[config.mk]
export PLATFORM = sky130hd
export DESIGN_NAME = apb_wait_slave
export DESIGN_NICKNAME = d
export VERILOG_FILES = /design/src/rtl/apb_wait_slave.sv
export SDC_FILE = /design/constraint.sdc
export NUM_CORES = 2
export LEC_CHECK = 0
export BUFFER_PORTS_ARGS = -buffer_cell sky130_fd_sc_hd__buf_2
export CORE_MARGIN = 1.5
export CORE_UTILIZATION = 45
export DETAILED_ROUTE_END_ITERATION = 8
export GPL_ROUTABILITY_DRIVEN = 0
export HOLD_SLACK_MARGIN = 0.08
export PLACE_DENSITY_LB_ADDON = 0.2
export SYNTH_ARGS = -nofsm -noshare
export SYNTH_HDL_FRONTEND = slang
export SYNTH_SLANG_ARGS = --single-unit
[constraint.sdc]
create_clock -name PCLK -period 3.7 [get_ports PCLK]
set_input_delay 0.185 -clock PCLK [delete_from_list [all_inputs] [get_ports PCLK]]
set_output_delay 0.185 -clock PCLK [all_outputs]
set_load 0.05 [all_outputs]
[src/rtl/apb_wait_slave.sv]
// APB4 completer fronting a DEPTH-word register memory, with byte-lane strobes,
// a fixed number of wait states per access and PSLVERR on bad addresses.
module apb_wait_slave #(
    parameter int ADDR_WIDTH  = 8,
    parameter int DATA_WIDTH  = 32,
    parameter int DEPTH       = 64,
    parameter int WAIT_STATES = 0
) (
    input  logic                    PCLK,
    input  logic                    PRESETn,
    input  logic                    PSEL,
    input  logic                    PENABLE,
    input  logic                    PWRITE,
    input  logic [ADDR_WIDTH-1:0]   PADDR,
    input  logic [DATA_WIDTH-1:0]   PWDATA,
    input  logic [DATA_WIDTH/8-1:0] PSTRB,
    output logic [DATA_WIDTH-1:0]   PRDATA,
    output logic                    PREADY,
    output logic                    PSLVERR
);

    localparam int NB  = DATA_WIDTH / 8;
    localparam int LSB = (NB > 1) ? $clog2(NB) : 0;
    localparam int IW  = (DEPTH > 1) ? $clog2(DEPTH) : 1;
    localparam logic [3:0] WS = 4'(WAIT_STATES);
    localparam logic [ADDR_WIDTH-1:0] LANE_MASK = ADDR_WIDTH'((1 << LSB) - 1);

    typedef enum logic {IDLE, ACCESS} state_t;

    state_t                  state, state_nxt;
    logic [3:0]              cnt;
    logic                    setup_go, complete, cnt_inc, ready;
    logic                    wr_q, err_q;
    logic [IW-1:0]           idx_q;
    logic [DATA_WIDTH-1:0]   wdata_q;
    logic [NB-1:0]           strb_q;
    logic [DATA_WIDTH-1:0]   prdata_q;
    logic [DATA_WIDTH-1:0]   mem [DEPTH];

    function automatic logic [IW-1:0] word_idx(input logic [ADDR_WIDTH-1:0] a);
        word_idx = IW'(a >> LSB);
    endfunction

    // Misaligned byte address or a word index past the end of the memory.
    function automatic logic addr_bad(input logic [ADDR_WIDTH-1:0] a);
        logic [ADDR_WIDTH-1:0] idx;
        idx = a >> LSB;
        addr_bad = ((a & LANE_MASK) != '0) || (32'(idx) >= DEPTH);
    endfunction

    function automatic logic [DATA_WIDTH-1:0] merge_lanes(
        input logic [DATA_WIDTH-1:0] old_w,
        input logic [DATA_WIDTH-1:0] new_w,
        input logic [NB-1:0]         strb
    );
        for (int i = 0; i < NB; i++)
            merge_lanes[8*i +: 8] = strb[i] ? new_w[8*i +: 8] : old_w[8*i +: 8];
    endfunction

    assign ready   = (state == ACCESS) && (cnt == WS);
    assign PREADY  = ready;
    assign PSLVERR = ready & err_q;
    assign PRDATA  = prdata_q;

    always_ff @(posedge PCLK or negedge PRESETn) begin
        if (!PRESETn)
            state <= IDLE;
        else
            state <= state_nxt;
    end

    always_comb begin
        state_nxt = state;
        setup_go  = 1'b0;
        complete  = 1'b0;
        cnt_inc   = 1'b0;
        case (state)
            IDLE: begin
                // A lone PENABLE without a setup cycle is not a transfer.
                if (PSEL && !PENABLE) begin
                    state_nxt = ACCESS;
                    setup_go  = 1'b1;
                end
            end
            ACCESS: begin
                if (!PSEL) begin
                    state_nxt = IDLE;
                end else if (PENABLE && ready) begin
                    state_nxt = IDLE;
                    complete  = 1'b1;
                end else if (!ready) begin
                    cnt_inc = 1'b1;
                end
            end
            default: state_nxt = IDLE;
        endcase
    end

    // Setup stage: capture the request; access stage: count waits and commit writes.
    always_ff @(posedge PCLK or negedge PRESETn) begin
        if (!PRESETn) begin
            cnt      <= '0;
            wr_q     <= 1'b0;
            err_q    <= 1'b0;
            idx_q    <= '0;
            wdata_q  <= '0;
            strb_q   <= '0;
            prdata_q <= '0;
            for (int i = 0; i < DEPTH; i++)
                mem[i] <= '0;
        end else begin
            if (setup_go) begin
                cnt     <= '0;
                wr_q    <= PWRITE;
                err_q   <= addr_bad(PADDR);
                idx_q   <= word_idx(PADDR);
                wdata_q <= PWDATA;
                strb_q  <= PSTRB;
                if (!PWRITE)
                    prdata_q <= addr_bad(PADDR) ? '0 : mem[word_idx(PADDR)];
            end else if (cnt_inc) begin
                cnt <= cnt + 4'd1;
            end
            if (complete && wr_q && !err_q)
                mem[idx_q] <= merge_lanes(mem[idx_q], wdata_q, strb_q);
        end
    end

endmodule

Yosys cells after proc, flatten, opt, wreduce, memory -nomap -nowiden --
Index checks and enable logic that the tools add are counted.
Storage, ports and cells: bits in read-only memories 0, register bits after elaboration 2129, latch bits 0, memories 0, bits of input ports 49, output and inout port bits 34, RAM bits 0
Operators by class: add/sub/neg operators 1, shifts and indexed selects 0, reductions and logical operators 13, bitwise logic cells 5, $mul 0, magnitude comparators 4, divide/modulo/power cells 0, equal/unequal tests 0, mux-type cells 28
Operator list (count):
- 2048-bit bitwise mux | 1
- 32-bit binary-select mux with 6-bit select | 2
- 32-bit demux with 6-bit select | 1
- 32-bit 2-to-1 mux | 6
- 8-bit 2-to-1 mux | 4
- 7-bit greater-or-equal comparator, second input constant | 2
- 6-bit inverter with 7-bit output | 2
- 1-bit 2-to-1 mux | 11
- 4-bit 2-to-1 mux | 2
- 8-bit nonzero test | 1
- 6-bit by 7-bit greater-or-equal comparator with 1-bit output, second input constant | 1
- 7-bit by 1-bit < comparator with 1-bit output, second input constant | 1
- 1-bit logical AND | 6
- 4-bit by 1-bit adder with 4-bit output, second input constant | 1
- 4-bit zero test | 1
- 1-bit zero test | 2
- 1-bit inverter | 2
- 1-bit case mux with 2 select lines | 1
- 2-bit AND reduction | 1
- 2-bit nonzero test | 1
- 1-bit bitwise AND | 1
- 1-bit logical OR | 1

Longest topological paths before layout --
depth after elaboration 8, depth in mapped cells 15, mapped depth without buffers 8

Least setup slack after synthesis --
Ideal clock, no wire load.
path kind reg-to-reg, start point register idx_q[2], end point register mem[1119] (netlist name), path slack 0.850 ns, cell stages (with the launch flop) 15, setup time 0.132 ns, arrival time 2.718 ns, clock period less this slack 2.850 ns, path through dfrtp_1 > buf_2 > buf_4 > buf_4 > buf_2 > buf_2 > buf_2 > mux4_2 > mux2i_1 > o22ai_1 > a211oi_1 > nand4_1 > o21ai_2 > buf_6 > o21ai_0
Between the ends: word-level cells in the longest chain between the ends 6, elaborated cells between the ends (all ways) 11, those cells by class 2 x order compare; 7 x mux; 1 x bitwise; 1 x reduce/logical
Ends and longest elaborated chain:
- from (decl) | line 34 | logic [IW-1:0] idx_q;
- from (signal assigned) | line 116 | idx_q <= word_idx(PADDR);
- 6-bit inverter with 7-bit output (implied by the code) * | line 125 | mem[idx_q] <= merge_lanes(mem[idx_q], wdata_q, strb_q);
- 7-bit greater-or-equal comparator (implied by the code) (tied with other cells) | line 125
- 1-bit logical AND (implied by the code) or 32-bit 2-to-1 mux (tied branches) | line 125
- 32-bit 2-to-1 mux (implied by the code) | line 125
- 32-bit demux with 6-bit select or 8-bit 2-to-1 mux (tied branches) | line 125, 57
- 2048-bit bitwise mux * | line 125
- to (signal, indexed assignment) | line 125
- to (decl) | line 38 | logic [DATA_WIDTH-1:0] mem [DEPTH];
Every way passes the cells marked *; elsewhere a longest branch is shown, timed or not. The select of a mux whose other input is x is not followed. A chain may end at the register's enable or synchronous reset.

Worst setup path in the final report --
start point register idx_q[1], end point register mem[1768] (netlist name)
Same word-level chain as after synthesis.

==> run summary <==
Of the synthesized area, sequential elements account for 0.4929. Among cell families on the critical path, the largest total delay comes from compound AO/OA/AOI/OAI gates. The arithmetic-cell share of the synthesized area counting full adders, half adders and majority gates is 0.0002315.

The flow ran to the end, and the final reports show no timing, DRC or antenna violations. The number of rows in the core area came out at 179. The min-delay analysis places its worst path in the category input port to asynchronous set/reset pin. The synthesized-area fraction occupied by and/or/nand/nor cells is 0.09128. Setup slack closes at 0.01079 ns. The detailed-routing iteration count for the pre-antenna-repair pass is 7. The portion of synthesized area spent on multiplexers is 0.2085. The final total power came out at 62.83 mW. The number of primary I/O pins is 83. The data arrival at the endpoint of the critical path came out at 4.51 ns. The number of standard cells in the layout, taps in and fillers out is 13460.

Counting every sink on the clock net gives 2129. The DRC violation total after the first TritonRoute iteration came out at 11340. The first global-routing pass estimated 669.9 mm of wire. The setup path with the least slack is of type flip-flop to flip-flop. The count of buffering cells on the critical path with inverters included is 4. The count of antenna-violating nets left after detailed routing came out at 0.

The worst slack at placement came out at 0.07198 ns. The compound-gate portion of the synthesized area is 0.1654. The part of the cycle the worst path needs is 0.9971. The count of final setup violators is 0. The amount of wire on met3 after detailed routing is 58.32 mm.

The power per standard cell area is 501.4 mW/mm2. For the finished layout, the period the worst path requires is 3.689 ns. Global routing finished with a remaining overflow of 0.

In the synthesized netlist, the cells that appear most often are nand2_1 (2278), dfrtp_1 (2129), o21ai_0 (2050). Among all flip-flop cells after synthesis, the most frequent one is dfrtp_1. The share of synthesized area in the top cell type comes to 0.4929.

Entering global routing, the biggest net connects 160 pins. The number of hold violations in the final report is 0. The length of routed wiring on met1 came out at 171.5 mm. The number of pins with negative max-slew slack in the final report came out at 0. The fraction of the core area covered by cells at the end of the flow came out at 0.5259.

The tightest hold margin came out at 0.08713 ns. The largest individual stage delay along the critical path comes from the cell nor2b_4. The flop and latch count out of synthesis is 2129. The leakage power total is 53.91 nW. TritonCTS built the clock tree. The instance area at placement came out at 0.1163 mm2. The maximum fanout encountered on the critical timing path is 17. The full die area is 0.2431 mm2. The number of warnings printed during yosys synthesis came out at 0. The global-route total usage across every layer came out at 0.3852. The cell with the most instances after synthesis is nand2_1. The number of library cell types mapped by synthesis is 68. The gate count of the mapped netlist came out at 10080.

The average cell area after synthesis is 10.72 um2. The worst vdd rail ir drop is 0.5506 mV. The horizontal die dimension came out at 493.1 um. The reg2reg setup slack is 0.01 ns.

The cell area after technology mapping came out at 0.1081 mm2. The number of flops mapped to enable cells by yosys is 0. For this block, the via count after detailed routing is 91020. The number of levels the H-tree was split into came out at 4. The post-synth net total came out at 10130. Summed over all nets, wire length on met2 after detailed routing comes to 199.5 mm. The worst path required time came out at 4.52 ns.

In the synthesized netlist the async set-or-reset flop fraction comes to 1.000. The final routed DRC violation total came out at 0. The maximum count of clock buffers along a single path is 3.

In this run the tool buffered the top-level ports with 82 buffer cells. The die height came out at 493.1 um. The worst setup path is captured at a flip-flop. Ranked by total cell area, the synthesized netlist is headed by dfrtp_1 (49%), mux4_2 (15%), o21ai_0 (9.5%). The detail-routed via count per cell came out at 6.763.

The worst clock skew is 0.05033 ns. Setup total negative slack on the finished layout was measured at 0 ns. The synthesized-area fraction occupied by xor and xnor cells came out at 0.00008103. The clock tree root driver cell is clkbuf_16. The fmax is 271.1 MHz. Clock latency on the worst-skew pair, taken at its later pin, is 0.95 ns.

At the pin with the least slew margin, the transition time is 1.231 ns. The relative area change from synthesis to final layout is 15.95%. Signal routing reaches up to met5. The core box area came out at 0.2383 mm2.

The combinational family with the most area after synthesis is multiplexers. The initial utilization of the core area, before any placement, comes to 0.4536. The number of antenna violations at the first check in global routing came to 28. The number of CTS-inserted buffers is 228. Setup repair after global routing left no endpoint under its margin. After the last flow step, the layout net total stands at 10130. Traced cell by cell, the critical path runs through buf_4 > buf_4 > nor2b_4 > buf_4 > a221oi_1 > o21ai_0 > a221oi_1 > nand3_1 > o21ai_4 > buf_12 > o21ai_0. The normalized max-slew margin is 0.1793. Dividing the detail-routed wire length by the instance count gives 34.93 um. The cell count after placement is 12900. In the final layout, the share of cells above drive strength 1 is 0.2113. STA classifies the critical path startpoint as a flip-flop. dfrtp_1 takes more of the synthesized area than any other cell.

The most numerous cell on the critical path is buf_4. The clock-pin slew on the worst setup and hold paths is 0.06 ns. The worst stage delay on the critical path is 0.78 ns. The number of violations of the max-capacitance limit came out at 0. The detailed placement HPWL is 296.7 mm. The via count of the first global-routing pass is 88630.

The fill cell total of the finished layout came out at 20800. Once layout is done, the placed cells without fillers occupy 0.1253 mm2. The sum of routed wire length over all layers came out at 470.1 mm.
-- report_power, final --
part / leakage (nW) / internal (mW) / switching (mW) / total (mW)
combinational: 20.4 / 4.35 / 10.3 / 14.6
sequential: 29.7 / 23.8 / 0.604 / 24.4
clock: 3.82 / 13.7 / 10.2 / 23.8
total: 53.9 / 41.8 / 21.0 / 62.8
-- repair_timing --
action / CTS / global route
endpoints found under the hold margin: 1896 / 0
setup endpoints to repair: 0 / 115
gates resized for setup: 0 / 0
hold buffers: 109 / 0
buffers inserted: 0 / 9
-- layout make-up --
| class | count | area (um2) | area share |
|---|---|---|---|
| timing repair buffer | 826 | 8866 | 0.07074 |
| tap | 3167 | 3963 | 0.03162 |
| clock inverter | 65 | 919.6 | 0.007338 |
| sequential | 2129 | 53290 | 0.4252 |
| inverter | 13 | 61.31 | 0.0004892 |
| antenna | 22 | 55.05 | 0.0004393 |
| multi-input combinational | 6882 | 51330 | 0.4095 |
| clock buffer | 353 | 6847 | 0.05463 |
-- worst reg2reg max path, delay by kind of cell, from the launching register on --
kind,cells,cell delay [ns]
flip-flops,1,0.51
AO/OA/AOI/OAI,5,1.14
buffers and inverters,4,0.95
AND/OR/NAND/NOR,2,0.97
-- kinds of logic (layout without fill, tap and decap cells) --
family	after synthesis	in the layout
compound gates	3031	3031
simple gates	2506	2506
flops	2129	2129
mux	1342	1342
buf+inv	1069	1257
fa+ha+maj	2	2
xor+xnor	1	1
other cells	0	22
-- path summary, 6_finish.rpt --
check,startpoint,to,depth (start not counted)
worst max register to register,idx_q[1]$_DFFE_PN0P_,mem[1768]$_DFFE_PN0P_,11
worst min register to register,PRDATA[18]$_DFFE_PN0P_,PRDATA[18]$_DFFE_PN0P_,2
worst max-delay path,idx_q[1]$_DFFE_PN0P_,mem[1768]$_DFFE_PN0P_,11
max in group asynchronous,PRESETn,mem[1232]$_DFFE_PN0P_,4
worst min-delay path,PRESETn,mem[1315]$_DFFE_PN0P_,3
min in group PCLK,PADDR[2],idx_q[0]$_DFFE_PN0P_,4
-- sequential cells by signal, summed over array words and instances (netlist names) --
signal	flops
err_q	1
mem	2048
PRDATA	32
state	1
idx_q	6
wr_q	1
cnt	4
strb_q	4
wdata_q	32
-- routing by layer --
metal	vias to the layer above	GRT usage
li1	36900	-
met1	45730	0.4909
met5	-	0.005871
met2	6363	0.5542
met4	39	0.2748
met3	1980	0.1234
-- layout by cell type (no fill, tap or decap), types with 59 or more instances in the layout --
cell           netlist  layout
a21oi_1            106     106
a221o_1             66      66
a221oi_1           223     223
a22oi_1            197     197
buf_12               0     205
buf_2              156      77
buf_4               32     433
clkbuf_1           757      59
clkbuf_16            0     229
clkbuf_8             0      65
dfrtp_1           2129    2126
dlygate4sd3_1        0     108
mux2_2             223     223
mux2i_1            412     412
mux4_2             705     705
nand2_1           2278    2212
nand2_4              0      64
o21ai_0           2050    2050
o22ai_1            146     145
Power figures use the tool's default switching activity.
